==> src/rtl/step_accumulator.sv <==
// ----------------------------------------------------------------------------
// step_accumulator
//
// This block sits upstream of the equality Comparator. It captures a stop
// value and a step size when a run starts. While the run is active it adds
// the step to an accumulator on every clock. acc_out feeds CompA and stop_out
// feeds CompB. The Comparator output comes back on comp_match and ends the
// run. The comparator is combinational from this block's registered outputs,
// so a match is judged on the accumulator value held during that cycle. The
// accumulator is therefore never stepped past a matching value.
//
// FSM: IDLE -> RUN -> DONE. A start restarts the block directly from DONE.
// rst is synchronous, active-high, and wins over every input in any state.
//
// Configuration:
//   STEP_ACC_ABORT_EN  When this is defined, an add that carries out of bit
//                      WIDTH-1 is suppressed. In that case the accumulator
//                      keeps its value, ovf is set and the run ends in DONE.
//                      When it is undefined, the add wraps modulo 2^WIDTH,
//                      no carry logic is built and ovf is tied to 0.
//
// Parameters:
//   WIDTH   accumulator / stop value width (matches the Comparator inputs)
//   STEP_W  step operand width, zero-extended to WIDTH before the add
//
// Ports:
//   clk         in   rising-edge clock
//   rst         in   synchronous reset, active-high
//   start       in   begin a run; honoured in IDLE and DONE only
//   pause       in   hold the accumulator while in RUN
//   stop_val    in   stop value, captured on an accepted start
//   step        in   increment, captured on an accepted start
//   comp_match  in   Comparator output (acc_out == stop_out)
//   acc_out     out  registered accumulator -> CompA
//   stop_out    out  registered stop value  -> CompB
//   busy        out  registered, 1 while in RUN
//   done        out  registered, 1 while in DONE
//   ovf         out  registered carry-out abort flag (0 without the macro)
// ----------------------------------------------------------------------------
module step_accumulator #(
    parameter int WIDTH  = 10,
    parameter int STEP_W = 4
) (
    input  logic              clk,
    input  logic              rst,
    input  logic              start,
    input  logic              pause,
    input  logic [WIDTH-1:0]  stop_val,
    input  logic [STEP_W-1:0] step,
    input  logic              comp_match,
    output logic [WIDTH-1:0]  acc_out,
    output logic [WIDTH-1:0]  stop_out,
    output logic              busy,
    output logic              done,
    output logic              ovf
);

    typedef enum logic [1:0] {
        IDLE = 2'd0,
        RUN  = 2'd1,
        DONE = 2'd2
    } state_t;

    state_t            state;
    state_t            state_next;
    logic [STEP_W-1:0] step_reg;
    logic [STEP_W-1:0] step_next;
    logic [WIDTH-1:0]  acc_next;
    logic [WIDTH-1:0]  stop_next;
    logic [WIDTH-1:0]  step_ext;
    logic [WIDTH-1:0]  sum;

    assign step_ext = WIDTH'(step_reg);

`ifdef STEP_ACC_ABORT_EN
    logic [WIDTH:0] sum_full;
    logic           carry;
    logic           ovf_next;

    // Compute one extra bit so that the carry out of the MSB is visible.
    assign sum_full = {1'b0, acc_out} + {1'b0, step_ext};
    assign sum      = sum_full[WIDTH-1:0];
    assign carry    = sum_full[WIDTH];
`else
    // The result wraps naturally at WIDTH bits.
    assign sum = acc_out + step_ext;
    assign ovf = 1'b0;
`endif

    // Next-state and next-register logic.
    // NOTE: every signal gets a default value before the case statement.
    // Any path that does not assign a signal then holds the registered value
    // instead of inferring a latch.
    always_comb begin
        state_next = state;
        acc_next   = acc_out;
        stop_next  = stop_out;
        step_next  = step_reg;
`ifdef STEP_ACC_ABORT_EN
        ovf_next   = ovf;
`endif

        case (state)
            IDLE, DONE: begin
                if (start) begin
                    stop_next  = stop_val;
                    step_next  = step;
                    acc_next   = '0;
`ifdef STEP_ACC_ABORT_EN
                    ovf_next   = 1'b0;
`endif
                    state_next = RUN;
                end
            end

            RUN: begin
                // Match beats pause, and pause beats stepping.
                // start, stop_val and step are all ignored here.
                if (comp_match) begin
                    state_next = DONE;
                end else if (!pause) begin
`ifdef STEP_ACC_ABORT_EN
                    if (carry) begin
                        ovf_next   = 1'b1;
                        state_next = DONE;
                    end else begin
                        acc_next = sum;
                    end
`else
                    acc_next = sum;
`endif
                end
            end

            default: state_next = IDLE;
        endcase
    end

    // State and output registers.
    // busy and done are decoded from the next state, so they are registered
    // outputs that line up with the state register.
    // NOTE: sequential state uses non-blocking assignments only. This way all
    // registers update together from values sampled before the edge.
    always_ff @(posedge clk) begin
        if (rst) begin
            state    <= IDLE;
            acc_out  <= '0;
            stop_out <= '0;
            step_reg <= '0;
            busy     <= 1'b0;
            done     <= 1'b0;
`ifdef STEP_ACC_ABORT_EN
            ovf      <= 1'b0;
`endif
        end else begin
            state    <= state_next;
            acc_out  <= acc_next;
            stop_out <= stop_next;
            step_reg <= step_next;
            busy     <= (state_next == RUN);
            done     <= (state_next == DONE);
`ifdef STEP_ACC_ABORT_EN
            ovf      <= ovf_next;
`endif
        end
    end

endmodule

==> config.mk <==
export PLATFORM = sky130hd
export DESIGN_NAME = step_accumulator
export DESIGN_NICKNAME = d
export VERILOG_FILES = /design/src/rtl/step_accumulator.sv
export SDC_FILE = /design/constraint.sdc
export NUM_CORES = 1
export LEC_CHECK = 0
export ABC_AREA = 1
export CORE_MARGIN = 2
export CORE_UTILIZATION = 40
export DETAILED_ROUTE_END_ITERATION = 8
export PLACE_DENSITY_LB_ADDON = 0.12
export REMOVE_ABC_BUFFERS = 1
export SETUP_SLACK_MARGIN = 0.15
export SYNTH_ARGS = -nofsm -noshare
export SYNTH_HDL_FRONTEND = slang
export SYNTH_SLANG_ARGS = --single-unit
export TNS_END_PERCENT = 50
==> constraint.sdc <==
create_clock -name clk -period 1.6 [get_ports clk]
set_input_delay 0.32 -clock clk [delete_from_list [all_inputs] [get_ports clk]]
set_output_delay 0.32 -clock clk [all_outputs]
set_load 0.05 [all_outputs]
==> impl_metrics.yaml <==
clock_network:
  worstSkewPairLatency_ns: 0.33
  h-tree-depth: 1
  clk_pin_slew_worst_paths_ns: 0.15
  cts_max_path_buffers: 2
  root_buffer: "clkbuf_4"
  hold_buffers: 0
  cts-buffers-inserted: 3
  cts_tree: "yes"
  cts_sinks: 28
pwr:
  p_seq_share_pct: 53.5
  clkPwrFrac_pct: 24.8
  p_comb_share_pct: 21.7
  netSwitchingFraction_pct: 29.1
  ir_worst_vdd_mv: 0.434
  p_leak_nw: 0.774
  p_total_w: 0.00140
  switchingPower_w: 0.000406
  power_density_nw_per_um2: 764
  p_int_w: 0.000991
outcome:
  outcome: "complete, no violations"
floorplanning:
  io_pins: 42
  die_w_um: 59.8
  dieHeight_um: 59.8
  rows: 20
  fp.dieArea_um2: 3580
  core-area_um2: 3000
  initial_core_util_pct: 41.5
timing:
  max_freq_mhz: 643
  skew_ns: 0.00636
  rsz0062_at_grt: "true"
  setup_viol: 0
  drv_slew: 0
  period_share_pct: 97.2
  hold_violations: 0
  hold_ws_ns: 0.475
  post-route-min-period_ns: 1.56
grt:
  antenna_found_initial: 0
  grt_pass1_vias: 1147
  track_usage_pct: 17.5
  grt_max_degree: 23
  grt_pass1_wl_um: 4750
  grt-ovfl-total: 0
yosys:
  synth_top_family_by_area: "simple AND/OR/NAND/NOR gates"
  synth_compound_area_share_pct: 10.0
  syn_area_um2: 1250
  synth_mux_area_share_pct: 0
  synth_cell_type_count: 26
  synth_top_cell_by_area: "dfxtp_1"
  synthCells: 169
  synth_seq_cells: 28
  synthSimpleGateAreaFrac_pct: 31.1
  synth_top_area_share_pct: 44.9
  ys_top_cells_by_area: "dfxtp_1 (45%), nand2_1 (17%), a21oi_1 (8.0%)"
  synth.avg_cell_area_um2: 7.38
  ys_seq_area_share_pct: 44.9
  synthXorXnorAreaFrac_pct: 0.702
  yosys_warnings: 0
  synth_fa_ha_area_share_pct: 5.62
drt:
  ant_nets: 0
  drt_wl_total_um: 2860
  routed_via_density: 4.86
  drc: 0
  vias: 1221
  wl_per_cell_um: 11.4
  drtPass1Iterations: 4
  drt_iter0_drc: 52
finish:
  final_cell_mix: "nand2_1 (53), buf_4 (28), dfxtp_1 (25), a21oi_1 (20), clkdlybuf4s50_1 (18)"
  syn2layout_area_growth_pct: 46.6
  final_common_cell: "nand2_1"
  diodes: 0
  nets: 243
  drive_gt1_share_pct: 25.7
  fillers: 271
  final_cells: 251
placed_design:
  dpl.hpwl_um: 2150
  port_buffers: 40
  place_congestion: 0.808
  place_inst: 246
worst_setup_path:
  worstPathMaxFanout: 5
  crit_type: "reg2reg"
  worst_setup_path_start_kind: "flop"
  worstPathArrival_ns: 1.80
  worstPathRequired_ns: 1.84
  cp-end-kind: "flop"
min_path:
  hold_path.class: "reg2reg"
flow_run:
  cap_violations: 0
==> critical path: stages, from the launching register on <==
cell and delay (ns):
dfxtp_2 0.38, ha_4 0.14, inv_2 0.03, fa_2 0.34, nor2_2 0.10, nor2_2 0.06, nor2_4 0.14, nand2_2 0.07
o21ai_1 0.14, nor2_1 0.05
==> stage by stage <==
step | setup WS, ns | area (µm²) | setup TNS (ns) | util [%]
after floorplan | -0.365 | 1220 | -1.43 | -
after CTS | 0.0417 | 1790 | 0 | 59.6
final | 0.0443 | 1830 | 0 | 60.9
after global routing | -0.0826 | 1830 | -0.167 | 60.9
after global placement | -0.0721 | 1730 | -0.205 | 57.5
after detailed placement | -0.135 | 1730 | -0.485 | 57.5
==> path summary, 6_finish.rpt <==
check | from | end | slack (ns) | cells after the start
hold / removal | stop_out[3]$_SDFFE_PP0P_ | stop_out[3]$_SDFFE_PP0P_ | 0.48 | 2
hold reg to reg | stop_out[3]$_SDFFE_PP0P_ | stop_out[3]$_SDFFE_PP0P_ | 0.48 | 2
setup reg to reg | acc_out[0]$_SDFFE_PP0P_ | acc_out[6]$_SDFFE_PP0P_ | 0.04 | 9
setup / recovery | acc_out[0]$_SDFFE_PP0P_ | acc_out[6]$_SDFFE_PP0P_ | 0.04 | 9
==> power groups by stage <==
stage	combinational, W	sequential, W	clock (W)
after global routing	0.000327	0.000753	0.000397
after detailed placement	0.000299	0.000761	0
after floorplan	0.0000983	0.000828	0
after CTS	0.000301	0.000747	0.000365
after global placement	0.000294	0.000760	0
final	0.000303	0.000748	0.000346
==> metal layers <==
| metal | global-route usage, % | wire (µm) | up-vias | share of wire, % |
|---|---|---|---|---|
| met5 | 0 | 0 | - | 0 |
| met4 | 8.25 | 40 | 0 | 1.4 |
| met3 | 2.60 | 102 | 5 | 3.6 |
| met2 | 30.0 | 1470 | 31 | 51 |
| met1 | 21.2 | 1250 | 554 | 44 |
| li1 | - | - | 631 | - |
==> repair_timing <==
item	in CTS	in global routing
endpoints found under the setup margin	7	7
setup buffers	0	1
resized for setup	9	6
pin swaps	8	1
==> cell families after synthesis <==
| logic type | after synthesis |
|---|---|
| AND/OR/NAND/NOR | 88 |
| flip-flops | 28 |
| AO/OA/AOI/OAI | 24 |
| buffers and inverters | 22 |
| adder cells (fa/ha/maj) | 5 |
| XOR/XNOR | 1 |
| other | 1 |
==> synth_stat cells (all sizes together) <==
| cell | count |
|---|---|
| a21boi | 1 |
| nand4 | 2 |
| ha | 4 |
| xnor2 | 1 |
| nor3b | 2 |
| nand3b | 2 |
| clkbuf | 2 |
| a211oi | 1 |
| inv | 17 |
| dfxtp | 28 |
| a21oi | 20 |
| nand2 | 55 |
| nand3 | 9 |
| conb | 1 |
| nor2 | 16 |
| nor3 | 1 |
| fa | 1 |
| o21ai | 2 |
| or2 | 1 |
| buf | 3 |
==> layout make-up <==
cell class / instances / area [µm²] / share of cell area (%)
timing repair buffer: 50 / 470 / 25.7
tap: 33 / 41.3 / 2.26
sequential: 28 / 564 / 30.8
multi-input combinational: 119 / 651 / 35.6
clock buffer: 4 / 36.3 / 1.98
inverter: 17 / 66.3 / 3.63
No activity file was read; power rests on OpenSTA's default activity.
